### src/rtl/gecko_mem_arbiter_pkg.sv
// Shared types for the gecko memory arbiter: requester identities and the
// tie-break helper used by the round-robin grant.
package gecko_mem_arbiter_pkg;

  typedef enum logic {
    GECKO_MEM_REQ_FETCH = 1'b0,
    GECKO_MEM_REQ_DATA  = 1'b1
  } gecko_mem_requester_t;

  // The requester that wins a tie when `last` was granted most recently.
  function automatic gecko_mem_requester_t other_requester(input gecko_mem_requester_t last);
    return (last == GECKO_MEM_REQ_FETCH) ? GECKO_MEM_REQ_DATA : GECKO_MEM_REQ_FETCH;
  endfunction

endpackage

### src/rtl/gecko_mem_arbiter_if.sv
// Valid/ready memory channel carrying a read or masked-write command, or a
// read-data beat. "out" drives the payload, "in" returns ready.
interface std_mem_intf #(
  parameter int ADDR_WIDTH = 32,
  parameter int DATA_WIDTH = 32
) ();

  localparam int MASK_WIDTH = DATA_WIDTH / 8;

  logic                  valid;
  logic                  ready;
  logic                  read_enable;
  logic [ADDR_WIDTH-1:0] addr;
  logic [DATA_WIDTH-1:0] data;
  logic [MASK_WIDTH-1:0] write_enable;

  modport in (
    input  valid, read_enable, addr, data, write_enable,
    output ready
  );

  modport out (
    output valid, read_enable, addr, data, write_enable,
    input  ready
  );

endinterface

### src/rtl/gecko_mem_arbiter_std_fifo.sv
// Small synchronous FIFO used to remember which requester owns each
// outstanding read, so responses can be steered back in request order.
module std_fifo #(
  parameter int WIDTH = 1,
  parameter int DEPTH = 4
) (
  input  logic             clk,
  input  logic             rst,
  input  logic             push,
  input  logic [WIDTH-1:0] push_data,
  input  logic             pop,
  output logic [WIDTH-1:0] head,
  output logic             full,
  output logic             empty
);

  localparam int PTR_WIDTH = $clog2(DEPTH);
  localparam int CNT_WIDTH = PTR_WIDTH + 1;

  logic [WIDTH-1:0]     mem [DEPTH];
  logic [PTR_WIDTH-1:0] wr_ptr;
  logic [PTR_WIDTH-1:0] rd_ptr;
  logic [CNT_WIDTH-1:0] count;
  logic                 do_push;
  logic                 do_pop;

  assign full    = (count == CNT_WIDTH'(DEPTH));
  assign empty   = (count == '0);
  assign do_push = push && !full;
  assign do_pop  = pop && !empty;
  assign head    = mem[rd_ptr];

  // NOTE: sequential state uses non-blocking (<=) so every register samples
  // pre-edge values regardless of statement order.
  always_ff @(posedge clk) begin
    if (rst) begin
      wr_ptr <= '0;
      rd_ptr <= '0;
      count  <= '0;
    end else begin
      if (do_push) wr_ptr <= wr_ptr + PTR_WIDTH'(1);
      if (do_pop)  rd_ptr <= rd_ptr + PTR_WIDTH'(1);
      case ({do_push, do_pop})
        2'b10:   count <= count + CNT_WIDTH'(1);
        2'b01:   count <= count - CNT_WIDTH'(1);
        default: count <= count;
      endcase
    end
  end

  // NOTE: storage is deliberately not reset; count and pointers decide which
  // entries are meaningful, and leaving the array unreset keeps it a plain RAM.
  always_ff @(posedge clk) begin
    if (do_push) mem[wr_ptr] <= push_data;
  end

endmodule

### src/rtl/gecko_mem_arbiter.sv
// Two-requester memory arbiter: round-robin grant into a single registered
// downstream command, with in-order read responses steered back by ID queue.
module gecko_mem_arbiter
  import gecko_mem_arbiter_pkg::*;
#(
  parameter int ADDR_WIDTH      = 32,
  parameter int DATA_WIDTH      = 32,
  parameter int MAX_OUTSTANDING = 4
) (
  input  logic       clk,
  input  logic       rst,
  std_mem_intf.in    fetch_command,
  std_mem_intf.out   fetch_result,
  std_mem_intf.in    data_command,
  std_mem_intf.out   data_result,
  std_mem_intf.out   mem_command,
  std_mem_intf.in    mem_result,
  output logic       protocol_error
);

  localparam int MASK_WIDTH = DATA_WIDTH / 8;

  if (MAX_OUTSTANDING < 2 || (MAX_OUTSTANDING & (MAX_OUTSTANDING - 1)) != 0) begin : g_bad_depth
    $error("MAX_OUTSTANDING must be a power of two and at least 2");
  end

  logic                  fetch_eligible;
  logic                  data_eligible;
  logic                  grant_valid;
  logic                  can_load;
  logic                  accept;
  gecko_mem_requester_t  grant;
  gecko_mem_requester_t  last_grant;

  logic                  sel_read;
  logic [ADDR_WIDTH-1:0] sel_addr;
  logic [DATA_WIDTH-1:0] sel_data;
  logic [MASK_WIDTH-1:0] sel_mask;

  logic                  cmd_valid;
  logic                  cmd_read;
  logic [ADDR_WIDTH-1:0] cmd_addr;
  logic [DATA_WIDTH-1:0] cmd_data;
  logic [MASK_WIDTH-1:0] cmd_mask;

  logic                  id_full;
  logic                  id_empty;
  logic                  id_push;
  logic                  id_pop;
  logic [0:0]            id_push_bits;
  logic [0:0]            id_head_bits;
  gecko_mem_requester_t  id_head;

  // A full ID queue blocks only reads; writes need no response slot.
  assign fetch_eligible = fetch_command.valid && !(fetch_command.read_enable && id_full);
  assign data_eligible  = data_command.valid  && !(data_command.read_enable  && id_full);
  assign grant_valid    = fetch_eligible || data_eligible;
  assign can_load       = !cmd_valid || mem_command.ready;
  assign accept         = !rst && grant_valid && can_load;

  // NOTE: every always_comb output gets a default first, so no path leaves a
  // signal unassigned and no latch is inferred.
  always_comb begin
    grant = GECKO_MEM_REQ_FETCH;
    if (fetch_eligible && data_eligible) grant = other_requester(last_grant);
    else if (data_eligible)              grant = GECKO_MEM_REQ_DATA;
  end

  assign fetch_command.ready = accept && (grant == GECKO_MEM_REQ_FETCH);
  assign data_command.ready  = accept && (grant == GECKO_MEM_REQ_DATA);

  always_comb begin
    sel_read = fetch_command.read_enable;
    sel_addr = fetch_command.addr;
    sel_data = fetch_command.data;
    sel_mask = fetch_command.write_enable;
    if (grant == GECKO_MEM_REQ_DATA) begin
      sel_read = data_command.read_enable;
      sel_addr = data_command.addr;
      sel_data = data_command.data;
      sel_mask = data_command.write_enable;
    end
  end

  always_ff @(posedge clk) begin
    if (rst) begin
      cmd_valid  <= 1'b0;
      last_grant <= GECKO_MEM_REQ_DATA;
    end else if (accept) begin
      cmd_valid  <= 1'b1;
      last_grant <= grant;
    end else if (mem_command.ready) begin
      cmd_valid  <= 1'b0;
    end
  end

  // Payload is qualified by cmd_valid, so it only loads on accept.
  always_ff @(posedge clk) begin
    if (accept) begin
      cmd_read <= sel_read;
      cmd_addr <= sel_addr;
      cmd_data <= sel_data;
      cmd_mask <= sel_mask;
    end
  end

  assign mem_command.valid        = cmd_valid;
  assign mem_command.read_enable  = cmd_read;
  assign mem_command.addr         = cmd_addr;
  assign mem_command.data         = cmd_data;
  assign mem_command.write_enable = cmd_mask;

  assign id_push      = accept && sel_read;
  assign id_push_bits = grant;
  assign id_head      = gecko_mem_requester_t'(id_head_bits);

  std_fifo #(
    .WIDTH (1),
    .DEPTH (MAX_OUTSTANDING)
  ) u_id_fifo (
    .clk       (clk),
    .rst       (rst),
    .push      (id_push),
    .push_data (id_push_bits),
    .pop       (id_pop),
    .head      (id_head_bits),
    .full      (id_full),
    .empty     (id_empty)
  );

  // Responses go straight through; with nothing outstanding the beat is
  // swallowed (ready=1) and flagged.
  always_comb begin
    fetch_result.valid = 1'b0;
    data_result.valid  = 1'b0;
    mem_result.ready   = 1'b1;
    if (!id_empty) begin
      if (id_head == GECKO_MEM_REQ_FETCH) begin
        fetch_result.valid = mem_result.valid;
        mem_result.ready   = fetch_result.ready;
      end else begin
        data_result.valid  = mem_result.valid;
        mem_result.ready   = data_result.ready;
      end
    end
  end

  assign id_pop = mem_result.valid && mem_result.ready && !id_empty;

  assign fetch_result.data         = mem_result.data;
  assign fetch_result.read_enable  = 1'b0;
  assign fetch_result.addr         = '0;
  assign fetch_result.write_enable = '0;
  assign data_result.data          = mem_result.data;
  assign data_result.read_enable   = 1'b0;
  assign data_result.addr          = '0;
  assign data_result.write_enable  = '0;

  always_ff @(posedge clk) begin
    if (rst)                                protocol_error <= 1'b0;
    else if (mem_result.valid && id_empty)  protocol_error <= 1'b1;
  end

  // Response beats carry only data; the command fields are ignored.
  logic unused_mem_result;
  assign unused_mem_result = ^{mem_result.read_enable, mem_result.addr, mem_result.write_enable};

endmodule

### src/flat_wrapper.sv
// flat-port wrapper written by rule: the top's interface ports become plain ports
module gecko_mem_arbiter_flat import gecko_mem_arbiter_pkg::*;
#(
  parameter int ADDR_WIDTH      = 32,
  parameter int DATA_WIDTH      = 32,
  parameter int MAX_OUTSTANDING = 4
)
  (clk, rst, protocol_error, fetch_command_valid, fetch_command_read_enable, fetch_command_addr, fetch_command_data, fetch_command_write_enable, fetch_command_ready, fetch_result_valid, fetch_result_read_enable, fetch_result_addr, fetch_result_data, fetch_result_write_enable, fetch_result_ready, data_command_valid, data_command_read_enable, data_command_addr, data_command_data, data_command_write_enable, data_command_ready, data_result_valid, data_result_read_enable, data_result_addr, data_result_data, data_result_write_enable, data_result_ready, mem_command_valid, mem_command_read_enable, mem_command_addr, mem_command_data, mem_command_write_enable, mem_command_ready, mem_result_valid, mem_result_read_enable, mem_result_addr, mem_result_data, mem_result_write_enable, mem_result_ready);
  std_mem_intf #(.ADDR_WIDTH(ADDR_WIDTH), .DATA_WIDTH(DATA_WIDTH)) fetch_command_i ();
  std_mem_intf #(.ADDR_WIDTH(ADDR_WIDTH), .DATA_WIDTH(DATA_WIDTH)) fetch_result_i ();
  std_mem_intf #(.ADDR_WIDTH(ADDR_WIDTH), .DATA_WIDTH(DATA_WIDTH)) data_command_i ();
  std_mem_intf #(.ADDR_WIDTH(ADDR_WIDTH), .DATA_WIDTH(DATA_WIDTH)) data_result_i ();
  std_mem_intf #(.ADDR_WIDTH(ADDR_WIDTH), .DATA_WIDTH(DATA_WIDTH)) mem_command_i ();
  std_mem_intf #(.ADDR_WIDTH(ADDR_WIDTH), .DATA_WIDTH(DATA_WIDTH)) mem_result_i ();
  input  logic clk;
  input  logic rst;
  output logic protocol_error;
  input wire logic [$bits(fetch_command_i.valid)-1:0] fetch_command_valid;
  input wire logic [$bits(fetch_command_i.read_enable)-1:0] fetch_command_read_enable;
  input wire logic [$bits(fetch_command_i.addr)-1:0] fetch_command_addr;
  input wire logic [$bits(fetch_command_i.data)-1:0] fetch_command_data;
  input wire logic [$bits(fetch_command_i.write_enable)-1:0] fetch_command_write_enable;
  output wire logic [$bits(fetch_command_i.ready)-1:0] fetch_command_ready;
  output wire logic [$bits(fetch_result_i.valid)-1:0] fetch_result_valid;
  output wire logic [$bits(fetch_result_i.read_enable)-1:0] fetch_result_read_enable;
  output wire logic [$bits(fetch_result_i.addr)-1:0] fetch_result_addr;
  output wire logic [$bits(fetch_result_i.data)-1:0] fetch_result_data;
  output wire logic [$bits(fetch_result_i.write_enable)-1:0] fetch_result_write_enable;
  input wire logic [$bits(fetch_result_i.ready)-1:0] fetch_result_ready;
  input wire logic [$bits(data_command_i.valid)-1:0] data_command_valid;
  input wire logic [$bits(data_command_i.read_enable)-1:0] data_command_read_enable;
  input wire logic [$bits(data_command_i.addr)-1:0] data_command_addr;
  input wire logic [$bits(data_command_i.data)-1:0] data_command_data;
  input wire logic [$bits(data_command_i.write_enable)-1:0] data_command_write_enable;
  output wire logic [$bits(data_command_i.ready)-1:0] data_command_ready;
  output wire logic [$bits(data_result_i.valid)-1:0] data_result_valid;
  output wire logic [$bits(data_result_i.read_enable)-1:0] data_result_read_enable;
  output wire logic [$bits(data_result_i.addr)-1:0] data_result_addr;
  output wire logic [$bits(data_result_i.data)-1:0] data_result_data;
  output wire logic [$bits(data_result_i.write_enable)-1:0] data_result_write_enable;
  input wire logic [$bits(data_result_i.ready)-1:0] data_result_ready;
  output wire logic [$bits(mem_command_i.valid)-1:0] mem_command_valid;
  output wire logic [$bits(mem_command_i.read_enable)-1:0] mem_command_read_enable;
  output wire logic [$bits(mem_command_i.addr)-1:0] mem_command_addr;
  output wire logic [$bits(mem_command_i.data)-1:0] mem_command_data;
  output wire logic [$bits(mem_command_i.write_enable)-1:0] mem_command_write_enable;
  input wire logic [$bits(mem_command_i.ready)-1:0] mem_command_ready;
  input wire logic [$bits(mem_result_i.valid)-1:0] mem_result_valid;
  input wire logic [$bits(mem_result_i.read_enable)-1:0] mem_result_read_enable;
  input wire logic [$bits(mem_result_i.addr)-1:0] mem_result_addr;
  input wire logic [$bits(mem_result_i.data)-1:0] mem_result_data;
  input wire logic [$bits(mem_result_i.write_enable)-1:0] mem_result_write_enable;
  output wire logic [$bits(mem_result_i.ready)-1:0] mem_result_ready;
  assign fetch_command_i.valid = fetch_command_valid;
  assign fetch_command_i.read_enable = fetch_command_read_enable;
  assign fetch_command_i.addr = fetch_command_addr;
  assign fetch_command_i.data = fetch_command_data;
  assign fetch_command_i.write_enable = fetch_command_write_enable;
  assign fetch_command_ready = fetch_command_i.ready;
  assign fetch_result_valid = fetch_result_i.valid;
  assign fetch_result_read_enable = fetch_result_i.read_enable;
  assign fetch_result_addr = fetch_result_i.addr;
  assign fetch_result_data = fetch_result_i.data;
  assign fetch_result_write_enable = fetch_result_i.write_enable;
  assign fetch_result_i.ready = fetch_result_ready;
  assign data_command_i.valid = data_command_valid;
  assign data_command_i.read_enable = data_command_read_enable;
  assign data_command_i.addr = data_command_addr;
  assign data_command_i.data = data_command_data;
  assign data_command_i.write_enable = data_command_write_enable;
  assign data_command_ready = data_command_i.ready;
  assign data_result_valid = data_result_i.valid;
  assign data_result_read_enable = data_result_i.read_enable;
  assign data_result_addr = data_result_i.addr;
  assign data_result_data = data_result_i.data;
  assign data_result_write_enable = data_result_i.write_enable;
  assign data_result_i.ready = data_result_ready;
  assign mem_command_valid = mem_command_i.valid;
  assign mem_command_read_enable = mem_command_i.read_enable;
  assign mem_command_addr = mem_command_i.addr;
  assign mem_command_data = mem_command_i.data;
  assign mem_command_write_enable = mem_command_i.write_enable;
  assign mem_command_i.ready = mem_command_ready;
  assign mem_result_i.valid = mem_result_valid;
  assign mem_result_i.read_enable = mem_result_read_enable;
  assign mem_result_i.addr = mem_result_addr;
  assign mem_result_i.data = mem_result_data;
  assign mem_result_i.write_enable = mem_result_write_enable;
  assign mem_result_ready = mem_result_i.ready;
  gecko_mem_arbiter #(.ADDR_WIDTH(ADDR_WIDTH), .DATA_WIDTH(DATA_WIDTH), .MAX_OUTSTANDING(MAX_OUTSTANDING)) u_core (.clk(clk), .rst(rst), .fetch_command(fetch_command_i), .fetch_result(fetch_result_i), .data_command(data_command_i), .data_result(data_result_i), .mem_command(mem_command_i), .mem_result(mem_result_i), .protocol_error(protocol_error));
endmodule
### config.mk
export PLATFORM = sky130hd
export DESIGN_NAME = gecko_mem_arbiter_flat
export DESIGN_NICKNAME = d
export VERILOG_FILES = /design/src/rtl/gecko_mem_arbiter_pkg.sv /design/src/rtl/gecko_mem_arbiter_if.sv /design/src/rtl/gecko_mem_arbiter_std_fifo.sv /design/src/rtl/gecko_mem_arbiter.sv /design/src/flat_wrapper.sv
export SDC_FILE = /design/constraint.sdc
export NUM_CORES = 1
export LEC_CHECK = 0
export ABC_AREA = 0
export CAP_MARGIN = 0
export CORE_AREA = 3 3 167 169
export CTS_CLUSTER_SIZE = 30
export DETAILED_ROUTE_END_ITERATION = 10
export DIE_AREA = 0 0 170 172
export PLACE_DENSITY_LB_ADDON = 0.12
export SYNTH_ARGS = -nofsm -noshare
export SYNTH_HDL_FRONTEND = slang
export SYNTH_SLANG_ARGS = --single-unit
### constraint.sdc
create_clock -name clk -period 7.4 [get_ports clk]
set_clock_uncertainty 0.1 [all_clocks]
set_input_delay 2.22 -clock clk [delete_from_list [all_inputs] [get_ports clk]]
set_output_delay 2.22 -clock clk [all_outputs]
set_load 0.05 [all_outputs]
==> reports/metrics.yaml <==
outcome:
  status: "completed"
cts:
  clock_tree.htree_level_count: 3
  ctsLongestPathBuffers: 2
  tritoncts: "built"
  clk-insertion-delay-late_ps: 340
  path_clk_slew_ps: 70
  post_cts_resized: 0
  clk_sink_count: 85
  cts.repair_timing.setup_buffer_count: 0
  cts-buffers-inserted: 9
  clk_root_buffer_cell: "clkbuf_16"
  postCtsHoldBufs: 0
route:
  drc_violations_left: 0
  drt_first_iter_violations: 125
  drt-vias-per-instance: 3.56
  avgRoutedWirePerCell_um: 16.9
  drt_pre_antenna_iters: 5
  detail_route.wirelength_um: 15000
  dr_total_vias: 3164
  antenna_left: 0
logic_synthesis:
  ys_async_sr_fraction_pct: 0
  yosysUniqueCellTypes: 35
  netlist_area_um2: 5100
  synthFlopType: "edfxtp_1"
  synth_edf_count: 73
  top_cell_type_by_total_area_after_synthesis: "edfxtp_1"
  synth-simple-area-share_pct: 4.14
  largest_family_of_logic_cells_by_synthesized_area: "buffers and inverters"
  netlist_top_cells_area: "edfxtp_1 (43%), buf_4 (20%), mux2_4 (20%), dfxtp_1 (4.7%), buf_6 (1.8%)"
  synth.mux.area_fraction_pct: 21.5
  yosysSeqAreaShare_pct: 47.6
  yosysWarnings: 0
  avgSynthCellArea_um2: 13.4
  synth_top_cells_by_count: "buf_4 (138), edfxtp_1 (73), mux2_4 (67)"
  syn_inst: 380
  post_synth_xor_area_fraction_pct: 0.343
  most_frequent_cell_after_synthesis: "buf_4"
  synth_fa_ha_area_share_pct: 1.62
  synth_compound_gate_area_share_pct: 2.03
  ys_ff_latch: 85
  yosys.area.top_type_share_pct: 42.9
power:
  power.leakage_nw: 2.86
  register_share_of_total_power_pct: 38.3
  power.switching_fraction_pct: 32.5
  power.net_switching_w: 0.000487
  peakVddDrop_v: 0.0000817
  power.combinational.fraction_pct: 30.5
  power.internal_w: 0.00101
  power.share.clock_pct: 31.3
  power_density_nw_per_um2: 207
floorplanning:
  start_util_pct: 19.1
  pin_count: 429
  fp-row-count: 60
  placeableCoreArea_um2: 26700
  die-area_um2: 29200
  die_h_um: 172
  die_width_um: 170
global_routing:
  grt-ovfl-total: 0
  grt_antenna_before_repair: 0
  number_of_global_route_vias_before_repair: 3013
  wire_length_of_the_first_global_routing_pass_um: 20000
  grt_use_total_pct: 9.38
  pin_count_of_the_biggest_net_entering_global_routing: 38
critical_path:
  cp.arrival_ps: 4250
  crit_slowest_cell: "clkdlybuf4s50_1"
  worst-path-max-fanout: 4
  endpoint_kind: "primary output"
  timing.critical_path.mode_cell: "clkdlybuf4s50_1"
  cp_cell_sequence: "clkdlybuf4s50_1 -> a21bo_1 -> a31o_4 -> nor2_1 -> clkdlybuf4s50_1"
  worst_setup_path_start_kind: "input port"
  worst_setup_path_category: "in -> out"
  slowest_delay_ps: 850
  crit_required_ps: 5080
timing:
  max_slew_headroom_at_the_worst_pin_pct: 40.9
  clock_period_minus_worst_slack_ps: 6570
  slew_violations: 0
  tightestPinTransition_ps: 885
  final.hold.worst_slack_ps: 395
  timing.final.setup_violations: 0
  rsz0062_at_grt: "false"
  fmax_mhz: 152
  setup_tns_ps: 0
  final_min_period_over_clock_period_pct: 88.8
  hold_viol_final: 0
place:
  finalWeightedCongestion: 0.755
  port_buffers: 221
  hpwl_after_detailed_placement_um: 11700
finish:
  number_of_nets_in_the_finished_design: 764
  fillers: 2741
  n_antenna_cell: 0
  area_growth_syn_to_layout_pct: 41.9
  post_route_cells_drive_above_1_share_pct: 17.0
worst_hold_path:
  hp-class: "reg -> reg"
run:
  drv_cap: 0
[state kept, by name, summed over array words and instances, names as in the netlist, named ones only]
| signal | count |
|---|---|
| u_core.u_id_fifo.count | 3 |
| u_core.mem_command.data | 32 |
| u_core.mem_command.addr | 32 |
| u_core.u_id_fifo.wr_ptr | 2 |
| u_core.mem_command.read_enable | 1 |
| u_core.u_id_fifo.rd_ptr | 2 |
| u_core.mem_command.valid | 1 |
| u_core.last_grant | 1 |
| u_core.u_id_fifo.mem | 4 |
| u_core.mem_command.write_enable | 4 |
| u_core.protocol_error | 1 |
[cells in the final DEF, fill, tap and decap left out, types with 2 or more instances in the layout]
master           instances
conb_1                  74
clkinvlp_4               2
ha_1                     5
nand2b_1                 2
o21ai_0                  6
inv_1                    7
buf_4                    5
mux2_1                   3
nor2b_1                  3
dfxtp_1                 12
nor3_1                   2
clkbuf_16                9
clkdlybuf4s50_1        221
a21oi_1                  6
nand3_1                  3
nand2_1                  6
clkinv_4                 2
xor2_1                   2
mux2_4                  67
nor2_1                  12
or3_1                    3
and3_1                   5
edfxtp_1                73
[final cells by class]
| type | instances | area, µm² | area share (%) |
|---|---|---|---|
| Clock buffer | 10 | 229 | 3.16 |
| Sequential cell | 85 | 2430 | 33.6 |
| Tap cell | 341 | 427 | 5.89 |
| Clock inverter | 6 | 71.3 | 0.984 |
| Timing Repair Buffer | 226 | 2250 | 31.0 |
| Multi-Input combinational cell | 214 | 1810 | 25.0 |
| Inverter | 7 | 26.3 | 0.363 |
[path summary, 6_finish.rpt]
kind	from	endpoint	slack [ps]	cells after the start
hold / removal	u_core.u_id_fifo.rd_ptr[1]	u_core.u_id_fifo.rd_ptr[1]	390	2
hold reg to reg	u_core.u_id_fifo.rd_ptr[1]	u_core.u_id_fifo.rd_ptr[1]	390	2
setup / recovery	data_command_valid	data_command_ready	830	5
setup reg to reg	u_core.u_id_fifo.count[2]	u_core.mem_command.data[25]	4300	6
[cell families after synthesis]
logic type	Yosys count
buf+inv	154
xor+xnor	2
other cells	1
fa+ha+maj	6
compound gates	18
mux	74
simple gates	40
flops	85
[power by group through the flow]
stage / Sequential [W] / Clock (W) / Combinational [W]
5_1_grt: 0.000577 / 0.000517 / 0.000477
3_5_place_dp: 0.000585 / 0 / 0.000459
6_report: 0.000574 / 0.000468 / 0.000456
3_3_place_gp: 0.000584 / 0 / 0.000458
2_1_floorplan: 0.000683 / 0 / 0.000328
4_1_cts: 0.000574 / 0.000495 / 0.000461
[critical path, delay by kind of cell]
kind                   cells  cell delay [ps]
buffers and inverters      2             1360
AND/OR/NAND/NOR            1              160
AO/OA/AOI/OAI              2              510
[per-layer routing]
| metal | track usage [%] | part of all wire [%] | wire [µm] |
|---|---|---|---|
| met5 | 0 | 0 | 0 |
| met1 | 10.5 | 38 | 5690 |
| met2 | 15.9 | 48 | 7190 |
| met4 | 3.21 | 1.6 | 238 |
| met3 | 4.25 | 13 | 1930 |
[per-stage QoR]
stage | utilization (%) | area [µm²] | total power [W] | std cells | setup WS [ps]
2_1_floorplan | - | 5380 | 0.00101 | 453 | 873
3_3_place_gp | 26.0 | 6950 | 0.00104 | 873 | 901
3_5_place_dp | 26.0 | 6950 | 0.00104 | 873 | 837
4_1_cts | 27.1 | 7250 | 0.00153 | 889 | 823
5_1_grt | 27.1 | 7250 | 0.00157 | 889 | 756
6_report | 27.1 | 7250 | 0.00150 | 889 | 828
Note: power is estimated with default switching activity, not from simulation.
